[src/rtl/riscv32_pkg.sv]
// Shared definitions for the multi-cycle RV32I-subset core.
// Holds the opcode/funct3/funct7 constants, the FSM state enum, the ALU
// operation enum, the canonical NOP encoding and small decode helpers.
package riscv32_pkg;

  localparam logic [6:0] OPC_OP_IMM = 7'b0010011;
  localparam logic [6:0] OPC_OP     = 7'b0110011;
  localparam logic [6:0] OPC_LUI    = 7'b0110111;
  localparam logic [6:0] OPC_LOAD   = 7'b0000011;
  localparam logic [6:0] OPC_STORE  = 7'b0100011;
  localparam logic [6:0] OPC_BRANCH = 7'b1100011;
  localparam logic [6:0] OPC_JAL    = 7'b1101111;
  localparam logic [6:0] OPC_SYSTEM = 7'b1110011;

  localparam logic [2:0] F3_ADD = 3'b000;
  localparam logic [2:0] F3_SLT = 3'b010;
  localparam logic [2:0] F3_XOR = 3'b100;
  localparam logic [2:0] F3_OR  = 3'b110;
  localparam logic [2:0] F3_AND = 3'b111;
  localparam logic [2:0] F3_LW  = 3'b010;
  localparam logic [2:0] F3_SW  = 3'b010;
  localparam logic [2:0] F3_BEQ = 3'b000;
  localparam logic [2:0] F3_BNE = 3'b001;

  localparam logic [6:0] F7_BASE = 7'b0000000;
  localparam logic [6:0] F7_SUB  = 7'b0100000;

  localparam logic [31:0] NOP_INSTR = 32'h0000_0013;

  typedef enum logic [2:0] {
    S_FETCH, S_DECODE, S_EXEC, S_MEM, S_WB, S_HALT
  } state_t;

  typedef enum logic [2:0] {
    ALU_ADD, ALU_SUB, ALU_AND, ALU_OR, ALU_XOR, ALU_SLT, ALU_PASSB
  } alu_op_t;

  // funct3 values shared by OP and OP-IMM that this core implements
  function automatic logic f3_supported(input logic [2:0] f3);
    return (f3 == F3_ADD) || (f3 == F3_SLT) || (f3 == F3_XOR) ||
           (f3 == F3_OR)  || (f3 == F3_AND);
  endfunction

  function automatic alu_op_t f3_alu_op(input logic [2:0] f3);
    case (f3)
      F3_SLT:  return ALU_SLT;
      F3_XOR:  return ALU_XOR;
      F3_OR:   return ALU_OR;
      F3_AND:  return ALU_AND;
      default: return ALU_ADD;
    endcase
  endfunction

endpackage

[src/rtl/riscv32_alu.sv]
// Combinational ALU for the multi-cycle core.
// Ports: op (operation select), a/b (32-bit operands),
//        result (32-bit, wraps mod 2^32), zero (result == 0).
module riscv32_alu
  import riscv32_pkg::*;
(
  input  alu_op_t     op,
  input  logic [31:0] a,
  input  logic [31:0] b,
  output logic [31:0] result,
  output logic        zero
);

  always_comb begin
    result = 32'h0;
    case (op)
      ALU_ADD:   result = a + b;
      ALU_SUB:   result = a - b;
      ALU_AND:   result = a & b;
      ALU_OR:    result = a | b;
      ALU_XOR:   result = a ^ b;
      ALU_SLT:   result = {31'h0, $signed(a) < $signed(b)};
      ALU_PASSB: result = b;
      default:   result = 32'h0;
    endcase
  end

  assign zero = (result == 32'h0);

endmodule

[src/rtl/riscv32_mc_core.sv]
// Multi-cycle RV32I-subset core: FETCH -> DECODE -> EXEC -> [MEM] -> [WB].
// Ports: clk/reset_n (async active-low), run (pause at FETCH when low),
//        ld_we/ld_addr/ld_data (program load, accepted in FETCH with run=0
//        or in HALT), pc_dbg/instr_dbg (PC and IR), halted, trap, retire
//        (one pulse per completed instruction), dbg_raddr/dbg_rdata
//        (combinational register read, x0 reads 0).
// Build option: define RISCV32_MC_ILLEGAL_TRAP_EN to halt with trap=1 on an
// unsupported instruction; otherwise such instructions retire as NOPs.
module riscv32_mc_core
  import riscv32_pkg::*;
#(
  parameter int          IMEM_DEPTH = 16,
  parameter int          DMEM_DEPTH = 16,
  parameter logic [31:0] RESET_PC   = 32'h0
) (
  input  logic                          clk,
  input  logic                          reset_n,
  input  logic                          run,
  input  logic                          ld_we,
  input  logic [$clog2(IMEM_DEPTH)-1:0] ld_addr,
  input  logic [31:0]                   ld_data,
  output logic [31:0]                   pc_dbg,
  output logic [31:0]                   instr_dbg,
  output logic                          halted,
  output logic                          trap,
  output logic                          retire,
  input  logic [4:0]                    dbg_raddr,
  output logic [31:0]                   dbg_rdata
);

  localparam int IW = $clog2(IMEM_DEPTH);
  localparam int DW = $clog2(DMEM_DEPTH);

  state_t      state_q, state_d;
  logic [31:0] pc_q, pc_d, ir_q, ir_d, a_q, a_d, b_q, b_d;
  logic [31:0] res_q, res_d, npc_q, npc_d, mdr_q, mdr_d;
  logic        retire_q, retire_d, trap_q, trap_d;

  logic [31:0] imem_q [IMEM_DEPTH];
  logic [31:0] rf_q   [32];
  logic [31:0] dmem_q [DMEM_DEPTH];
  logic        imem_we, rf_we, dmem_we;

  // Instruction fields (IR is stable from DECODE until the next FETCH)
  logic [6:0]  opcode, f7;
  logic [2:0]  f3;
  logic [4:0]  rd, rs1, rs2;
  logic [31:0] imm_i, imm_s, imm_b, imm_u, imm_j;
  assign opcode = ir_q[6:0];
  assign rd     = ir_q[11:7];
  assign f3     = ir_q[14:12];
  assign rs1    = ir_q[19:15];
  assign rs2    = ir_q[24:20];
  assign f7     = ir_q[31:25];
  assign imm_i  = {{20{ir_q[31]}}, ir_q[31:20]};
  assign imm_s  = {{20{ir_q[31]}}, ir_q[31:25], ir_q[11:7]};
  assign imm_b  = {{19{ir_q[31]}}, ir_q[31], ir_q[7], ir_q[30:25], ir_q[11:8], 1'b0};
  assign imm_u  = {ir_q[31:12], 12'h0};
  assign imm_j  = {{11{ir_q[31]}}, ir_q[31], ir_q[19:12], ir_q[20], ir_q[30:21], 1'b0};

  alu_op_t     alu_op;
  logic [31:0] imm;
  logic use_imm, wr_rd, is_load, is_store, is_branch, is_jal, is_sys, illegal;

  always_comb begin
    alu_op = ALU_ADD; use_imm = 1'b0; imm = imm_i; wr_rd = 1'b0;
    is_load = 1'b0; is_store = 1'b0; is_branch = 1'b0; is_jal = 1'b0;
    is_sys = 1'b0; illegal = 1'b0;
    case (opcode)
      OPC_OP_IMM:
        if (f3_supported(f3)) begin
          alu_op = f3_alu_op(f3); use_imm = 1'b1; wr_rd = 1'b1;
        end else illegal = 1'b1;
      OPC_OP:
        if (f7 == F7_BASE && f3_supported(f3)) begin
          alu_op = f3_alu_op(f3); wr_rd = 1'b1;
        end else if (f7 == F7_SUB && f3 == F3_ADD) begin
          alu_op = ALU_SUB; wr_rd = 1'b1;
        end else illegal = 1'b1;
      OPC_LUI: begin
        alu_op = ALU_PASSB; use_imm = 1'b1; imm = imm_u; wr_rd = 1'b1;
      end
      OPC_LOAD:
        if (f3 == F3_LW) begin
          use_imm = 1'b1; is_load = 1'b1; wr_rd = 1'b1;
        end else illegal = 1'b1;
      OPC_STORE:
        if (f3 == F3_SW) begin
          use_imm = 1'b1; imm = imm_s; is_store = 1'b1;
        end else illegal = 1'b1;
      OPC_BRANCH:
        if (f3 == F3_BEQ || f3 == F3_BNE) begin
          alu_op = ALU_SUB; imm = imm_b; is_branch = 1'b1;
        end else illegal = 1'b1;
      OPC_JAL: begin
        imm = imm_j; is_jal = 1'b1; wr_rd = 1'b1;
      end
      OPC_SYSTEM: is_sys = 1'b1;
      default:    illegal = 1'b1;
    endcase
  end

  logic [31:0] alu_res, pc_plus4, pc_target;
  logic        alu_zero, br_taken;

  riscv32_alu u_alu (
    .op     (alu_op),
    .a      (a_q),
    .b      (use_imm ? imm : b_q),
    .result (alu_res),
    .zero   (alu_zero)
  );

  assign pc_plus4  = pc_q + 32'd4;
  assign pc_target = {pc_q[31:2] + imm[31:2], 2'b00};
  assign br_taken  = (f3 == F3_BEQ) ? alu_zero : !alu_zero;

  always_comb begin
    state_d = state_q; pc_d = pc_q; ir_d = ir_q; a_d = a_q; b_d = b_q;
    res_d = res_q; npc_d = npc_q; mdr_d = mdr_q;
    retire_d = 1'b0; trap_d = trap_q;
    rf_we = 1'b0; dmem_we = 1'b0;
    imem_we = ld_we && ((state_q == S_FETCH && !run) || state_q == S_HALT);
    case (state_q)
      S_FETCH:
        if (run) begin
          ir_d    = imem_q[pc_q[IW+1:2]];
          state_d = S_DECODE;
        end
      S_DECODE: begin
        a_d = rf_q[rs1];
        b_d = rf_q[rs2];
        if (is_sys) begin
          state_d = S_HALT;
        end else if (illegal) begin
`ifdef RISCV32_MC_ILLEGAL_TRAP_EN
          state_d = S_HALT;
          trap_d  = 1'b1;
`else
          // All decode flags are clear, so it flows through as a NOP
          state_d = S_EXEC;
`endif
        end else begin
          state_d = S_EXEC;
        end
      end
      S_EXEC: begin
        res_d = is_jal ? pc_plus4 : alu_res;
        npc_d = is_jal ? pc_target : pc_plus4;
        if (is_branch) begin
          pc_d     = br_taken ? pc_target : pc_plus4;
          retire_d = 1'b1;
          state_d  = S_FETCH;
        end else if (is_load || is_store) begin
          state_d = S_MEM;
        end else begin
          state_d = S_WB;
        end
      end
      S_MEM:
        if (is_store) begin
          dmem_we  = 1'b1;
          pc_d     = npc_q;
          retire_d = 1'b1;
          state_d  = S_FETCH;
        end else begin
          mdr_d   = dmem_q[res_q[DW+1:2]];
          state_d = S_WB;
        end
      S_WB: begin
        rf_we    = wr_rd && (rd != 5'd0);
        pc_d     = npc_q;
        retire_d = 1'b1;
        state_d  = S_FETCH;
      end
      default: state_d = S_HALT;
    endcase
  end

  always_ff @(posedge clk or negedge reset_n) begin
    if (!reset_n) begin
      state_q  <= S_FETCH;
      pc_q     <= RESET_PC;
      ir_q     <= NOP_INSTR;
      a_q      <= 32'h0;
      b_q      <= 32'h0;
      res_q    <= 32'h0;
      npc_q    <= 32'h0;
      mdr_q    <= 32'h0;
      retire_q <= 1'b0;
      trap_q   <= 1'b0;
    end else begin
      state_q  <= state_d;
      pc_q     <= pc_d;
      ir_q     <= ir_d;
      a_q      <= a_d;
      b_q      <= b_d;
      res_q    <= res_d;
      npc_q    <= npc_d;
      mdr_q    <= mdr_d;
      retire_q <= retire_d;
      trap_q   <= trap_d;
    end
  end

  // Program memory survives reset so a loaded program can be re-run
  always_ff @(posedge clk) begin
    if (imem_we) imem_q[ld_addr] <= ld_data;
  end

  always_ff @(posedge clk or negedge reset_n) begin
    if (!reset_n) begin
      for (int i = 0; i < 32; i++) rf_q[i] <= 32'h0;
    end else if (rf_we) begin
      rf_q[rd] <= is_load ? mdr_q : res_q;
    end
  end

  always_ff @(posedge clk or negedge reset_n) begin
    if (!reset_n) begin
      for (int i = 0; i < DMEM_DEPTH; i++) dmem_q[i] <= 32'h0;
    end else if (dmem_we) begin
      dmem_q[res_q[DW+1:2]] <= b_q;
    end
  end

  assign pc_dbg    = pc_q;
  assign instr_dbg = ir_q;
  assign halted    = (state_q == S_HALT);
  assign trap      = trap_q;
  assign retire    = retire_q;
  assign dbg_rdata = (dbg_raddr == 5'd0) ? 32'h0 : rf_q[dbg_raddr];

endmodule
[config.mk]
export PLATFORM = sky130hd
export DESIGN_NAME = riscv32_mc_core
export DESIGN_NICKNAME = d
export VERILOG_FILES = /design/src/rtl/riscv32_pkg.sv /design/src/rtl/riscv32_alu.sv /design/src/rtl/riscv32_mc_core.sv
export SDC_FILE = /design/constraint.sdc
export NUM_CORES = 2
export LEC_CHECK = 0
export CAP_MARGIN = 20
export CORE_UTILIZATION = 57
export CTS_BUF_LIST = sky130_fd_sc_hd__clkbuf_4 sky130_fd_sc_hd__clkbuf_8
export CTS_CLUSTER_DIAMETER = 50
export DETAILED_ROUTE_END_ITERATION = 7
export PLACE_DENSITY_LB_ADDON = 0.3
export SLEW_MARGIN = 0
export SYNTH_ARGS = -nofsm -noshare
export SYNTH_HDL_FRONTEND = slang
export SYNTH_SLANG_ARGS = --single-unit
[constraint.sdc]
create_clock -name clk -period 15.05 [get_ports clk]
set_input_delay 2.2575 -clock clk [delete_from_list [all_inputs] [get_ports clk]]
set_output_delay 2.2575 -clock clk [all_outputs]
set_load 0.02 [all_outputs]
* Word-level counts from Yosys, hierarchy flattened
Memory sizes are Yosys's and may differ from the RTL's. A register that Yosys moved wholly into a read port is not among the register bits.
Index checks and enable logic that the tools add are counted.
** Operators by class
- Reduce and logical (&&, ||, !) cells :: 30
- Multiplexer cells :: 63
- Bitwise gates (word level) :: 9
- Shift-type cells :: 0
- $add $sub $neg :: 4
- Order comparisons :: 8
- Equal/unequal tests :: 28
- Div/mod/pow operators :: 0
- $mul :: 0
** Operators with widths (number)
- 1024-bit bitwise mux :: 1
- 32-bit 2-to-1 mux :: 18
- 512-bit bitwise mux :: 1
- 32-bit binary-select mux with 5-bit select :: 3
- 32-bit case mux with 7 select lines :: 1
- 32-bit demux with 5-bit select :: 1
- 32-bit binary-select mux with 4-bit select :: 1
- 32-bit demux with 4-bit select :: 1
- 31-bit case mux with 4 select lines :: 1
- 32-bit case mux with 3 select lines :: 1
- 32-bit by 3-bit adder with 32-bit output (second input constant) :: 1
- 32-bit adder :: 1
- 32-bit AND :: 1
- 32-bit zero test :: 1
- 32-bit < comparator :: 1
- 32-bit bitwise OR :: 1
- 32-bit subtractor :: 1
- 32-bit bitwise XOR :: 1
- 30-bit adder :: 1
- 7-bit by 6-bit == test with 1-bit output (second input constant) :: 4
- 3-bit == test (second input constant) :: 8
- 6-bit greater-or-equal comparator (second input constant) :: 4
- 5-bit inverter with 6-bit output :: 4
- 3-bit case mux with 4 select lines :: 2
- 29 further kinds :: 82
** Storage, ports and cells
- Bits of input ports :: 45
- Logic and storage cells :: 199
- Memories kept :: 1
- Bits in registers :: 1732
- Output and inout bits :: 99
- RAM bits :: 512
- Bits in read-only memories :: 0
- Latch bits :: 0
** Memory list
- imem_q :: depth 16, bits a word 32, read ports 1, clocked after Yosys merged registers in 1, write ports 1, line riscv32_mc_core.sv:39 : logic [31:0] imem_q [IMEM_DEPTH];

* Longest topological paths before layout
- Depth in word-level cells :: 16
- Mapped depth :: 28
- Depth with buffers taken out :: 24

* Cells and area by module
A second synthesis with hierarchy kept.
** Unflattened totals
- Cells, all modules :: 9109
- Area total of the unflattened synthesis :: 120879.7 µm²
** Modules (own cells, without submodules)
- riscv32_mc_core :: cells an instance 8201, seq. area each 59520.8 µm², area an instance 114631.2 µm², times used 1
- riscv32_alu :: cells an instance 908, seq. area each 0.0 µm², area an instance 6248.5 µm², times used 1

* Worst setup path after synthesis
No wires, ideal clock.
- Path type :: input -> output
- From :: input port dbg_raddr[0]
- To :: output port dbg_rdata[10]
- Data arrival time :: 4.693 ns
- Stages :: 7
- Path slack :: 8.100 ns
- Path buffers :: 3
- Cells stage by stage :: clkbuf_1 buf_1 buf_1 mux4_2 mux4_2 mux2i_1 nor2_1
** On the way
- Word-level cells in the longest chain between the ends :: 5
- Elaborated cells between the ends (all ways) :: 6
- Those cells by class :: mux (4); bitwise (1); reduce/logical (1)
** RTL lines
- start: declaration :: line riscv32_mc_core.sv:27 : input logic [4:0] dbg_raddr,
- 5-bit inverter with 6-bit output (not written as such) :: line riscv32_mc_core.sv:232 : assign dbg_rdata = (dbg_raddr == 5'd0) ? 32'h0 : rf_q[dbg_raddr];
- 32-bit binary-select mux with 5-bit select :: line riscv32_mc_core.sv:232
- 32-bit 2-to-1 mux (not written as such) (2 in series) :: line riscv32_mc_core.sv:232
- 32-bit 2-to-1 mux (*) :: line riscv32_mc_core.sv:232
- end: declaration :: line riscv32_mc_core.sv:28 : output logic [31:0] dbg_rdata
Every way passes the cells marked *; elsewhere a longest branch is shown, timed or not. The select of a mux whose other input is x is not followed.

* Worst setup path after layout
- From :: register ir_q[13] (netlist: instr_dbg[13]), read port of imem_q
- To :: register pc_q[3] (netlist: pc_dbg[3])
** On the way
- Word-level cells in the longest chain between the ends :: 16
- Elaborated cells between the ends (all ways) :: 53
- Those cells by class :: add/sub (3); order compare (1); eq/ne (13); mux (21); bitwise (3); reduce/logical (12)
** RTL lines
- start: declaration :: line riscv32_mc_core.sv:35 : logic [31:0] pc_q, pc_d, ir_q, ir_d, a_q, a_d, b_q, b_d;
- 3-bit by 2-bit == test with 1-bit output or 3-bit zero test (tied branches)
- 1-bit logical OR (3 in series) :: line riscv32_pkg.sv:40 : return (f3 == F3_ADD) || (f3 == F3_SLT) || (f3 == F3_XOR) ||
- 1-bit logical OR :: line riscv32_pkg.sv:41 : (f3 == F3_OR) || (f3 == F3_AND);
- 1-bit 2-to-1 mux or 1-bit logical AND (tied branches) :: line riscv32_mc_core.sv:71, riscv32_mc_core.sv:75
- 1-bit case mux with 3 select lines or 3-bit 2-to-1 mux (tied branches) :: line riscv32_mc_core.sv:69, riscv32_mc_core.sv:75
- 32-bit 2-to-1 mux or 3-bit case mux with 4 select lines (tied branches) :: line riscv32_mc_core.sv:109, riscv32_mc_core.sv:69
- 32-bit subtractor, or another cell as far along :: line riscv32_alu.sv:18 : ALU_SUB: result = a - b;
- 32-bit case mux with 7 select lines :: line riscv32_alu.sv:16 : case (op)
- 32-bit zero test :: line riscv32_alu.sv:28 : assign zero = (result == 32'h0);
- 1-bit zero test :: line riscv32_mc_core.sv:116 : assign br_taken = (f3 == F3_BEQ) ? alu_zero : !alu_zero;
- 1-bit 2-to-1 mux :: line riscv32_mc_core.sv:116
- 32-bit 2-to-1 mux :: line riscv32_mc_core.sv:151 : pc_d = br_taken ? pc_target : pc_plus4;
- 32-bit 2-to-1 mux :: line riscv32_mc_core.sv:150 : if (is_branch) begin
- 32-bit case mux with 3 select lines :: line riscv32_mc_core.sv:124 : case (state_q)
- end signal: assignment :: line riscv32_mc_core.sv:194 : pc_q <= pc_d;
- end: declaration :: line riscv32_mc_core.sv:35
Parallel ways exist; a longest one is shown, timed or not. The select of a mux whose other input is x is not followed.
A chain may end at the register's enable or synchronous reset.

==> flow_summary.toml <==
[logic_synthesis]
async_flop_share = 0.775
syn_nets = 9201
yosysTopAreaCell = "dfrtp_1"
netlist.area_leader.share = 0.368
synthesis.area_mm2 = 0.120
synth_flop_cell = "dfrtp_1"
synth-seq-cells = 2276
synth_edf_count = 512
ys_top_cells_by_area = "dfrtp_1 (37%), mux4_2 (24%), edfxtp_1 (13%)"
synth_cell_types = 96
synthCells = 9026
yosysSeqAreaShare = 0.498
yosysWarnings = 0
avgSynthCellArea_um2 = 13.2

[hold_path]
min_delay_path_depth = 0
min_path_type = "reg -> reg"

[die]
die_height_um = 460
die_w_um = 460
dieArea_mm2 = 0.212
num_io_pins = 144
start_util = 0.576
rows = 167
fp.coreArea_mm2 = 0.208

[final_layout]
mostFrequentLayoutCell = "dfrtp_1"
syn_to_final_growth_pct = 10.2
utilization = 0.635
top_regs = "rf_q x1024, dmem_q x512, imem_q x512"
largest_reg_flops = 1024
layout_common_cells = "dfrtp_1 (1743), mux4_2 (1280), nor2_1 (779)"
nNetsFinal = 9067
layout-drive-gt1-share = 0.312
regMostFlops = "rf_q"

[place]
dp_worst_setup_slack_ps = 6290
portBuffers = 142
routabilityCongestion = 0.968
dp_hpwl_mm = 219

[sta]
slew_headroom = 0.185
setup_viol = 0
fmax_mhz = 112
worst_slew_pin_slew_ps = 1220
setup_ws_ps = 6150
fin_skew_ps = 152
tns_ps = 0
period_needed_ps = 8900
hold_violations = 0
drv_slew = 0
finalCritPeriodShare = 0.591
rsz0062_at_grt = "no"

[run]
drv_cap = 0

[drt]
ant_nets = 0
vias_per_cell = 6.89
via_count = 82500
firstDrtPassIters = 6
drc = 0
wl_mm = 365
post_drt_wl_per_cell_um = 30.5
drt_iter0_drc = 10200

[global_routing]
grt_max_degree = 181
gr-usage-all-layers = 0.351
grt_pass1_wl_mm = 544
gr-total-overflow = 0
grt_pass1_vias = 82400
grt_antenna_before_repair = 13

[power]
p_leak_uw = 0.0549
peakVddDrop_uv = 312
p_sw_uw = 8890
clkPwrFrac = 0.264
p_comb_frac = 0.386
intPower_uw = 13200
swShare = 0.402
powerDensity_mw_per_mm2 = 168
p_seq_frac = 0.350

[critical_path]
cp.required_ps = 15930
ff2ff_path_depth = 23
crit_path_end_kind = "flip-flop"
crit_type = "reg -> reg"
crit_fanout = 54
critPathArrivalTime_ps = 9780
cp-start-kind = "flip-flop"

[cts]
cts.repair.resized = 0
holdBufCountCts = 0
htreeDepth = 5
clock-sinks = 2276
clk_path_buf_depth = 4
cts_made_buffers = 380
insertion_delay_ps = 1140
root_buffer = "clkbuf_8"
cts.clk_slew.worst_paths_ps = 60
post_cts_buffers = 0
cts_tree = "built"

[outcome]
status = "finished, final reports clean"
==> synth_stat cells, types with 11 or more instances <==
cell,instances
xor2_1,21
a31oi_1,23
a22oi_1,11
mux4_2,1280
o221ai_1,21
and2_1,21
edfxtp_1,512
nor3_1,44
nor2_1,807
clkbuf_1,692
o211a_1,11
nand4_1,22
o22ai_1,21
a211oi_1,27
nand3_1,47
o21a_1,24
or3_1,20
xnor2_1,55
o31ai_1,12
nor2b_1,17
o211ai_1,20
inv_1,114
buf_1,149
and3_1,23
mux2_2,578
o21ai_0,660
dfrtp_1,1761
a21oi_1,718
a21o_1,26
ha_1,127
nand2_1,783
mux2i_1,152
nand2b_1,20
==> metrics by stage <==
stage / hold WS (ps) / instances / power, uW / instance area (um^2)
floorplan: 438 / 9026 / 13100 / 120000
global placement: 393 / 11300 / 16000 / 124000
detailed placement: 403 / 11300 / 16100 / 124000
CTS: 416 / 12000 / 22000 / 132000
global route: 428 / 12000 / 22900 / 132000
finish: 411 / 12000 / 22100 / 132000
==> layer usage <==
metal | GRT usage | share of wire
met5 | 0 | 0.00022
met3 | 0.0794 | 0.11
met2 | 0.538 | 0.47
met4 | 0.174 | 0.056
met1 | 0.475 | 0.37
==> power groups by stage <==
stage | sequential, uW | clock (uW) | combinational (uW)
2_1_floorplan | 7170 | 0 | 5890
3_3_place_gp | 7780 | 0 | 8260
3_5_place_dp | 7810 | 0 | 8320
4_1_cts | 7700 | 5910 | 8340
5_1_grt | 7770 | 6180 | 9000
6_report | 7740 | 5840 | 8520
==> kinds of logic after synthesis <==
group           synth area share
xor+xnor                 0.00580
mux                        0.308
fa+ha+maj                 0.0138
simple gates              0.0648
buf+inv                   0.0307
compound gates            0.0789
flops                      0.498
other cells            0.0000314
==> cell type report <==
cell class                      instances  area [um^2]
Fill cell                           15300        75900
Sequential cell                      2276        59600
Multi-Input combinational cell       5780        57100
Clock buffer                          559         7080
Tap cell                             2788         3490
Timing Repair Buffer                  339         3160
Clock inverter                        101          986
Inverter                              115          432
Antenna cell                            6         15.0
==> final timing paths <==
check                                                to                      start  slack (ps)
worst min register to register   rf_q[1009]$_DFFE_PN0P_     rf_q[1009]$_DFFE_PN0P_         410
max in group asynchronous         rf_q[395]$_DFFE_PN0P_                    reset_n       10730
worst max-delay path              pc_dbg[3]$_DFFE_PN0P_  instr_dbg[13]$_DFFE_PN0P_        6150
worst max register to register    pc_dbg[3]$_DFFE_PN0P_  instr_dbg[13]$_DFFE_PN0P_        6150
min in group asynchronous       dmem_q[381]$_DFFE_PN0P_                    reset_n        1160
worst min-delay path             rf_q[1009]$_DFFE_PN0P_     rf_q[1009]$_DFFE_PN0P_         410
==> worst max-delay path, stage by stage (launching register included) <==
cell and delay [ps]:
dfrtp_1 620, nand2b_1 200, or3_1 450, or3_1 410
nand3_2 100, buf_4 540, nor2_1 80, nor2_1 170
inv_1 80, ha_1 450, nor2_1 100, a221oi_1 510
a21oi_1 390, a2111oi_0 770, o31ai_1 190, xnor2_1 150
a2111oi_0 1030, nor2b_1 230, nand4_1 120, nor4_2 280
nand3_4 480, xnor2_4 830, nor3b_1 290, o31ai_1 110
Power figures use the tool's default switching activity.
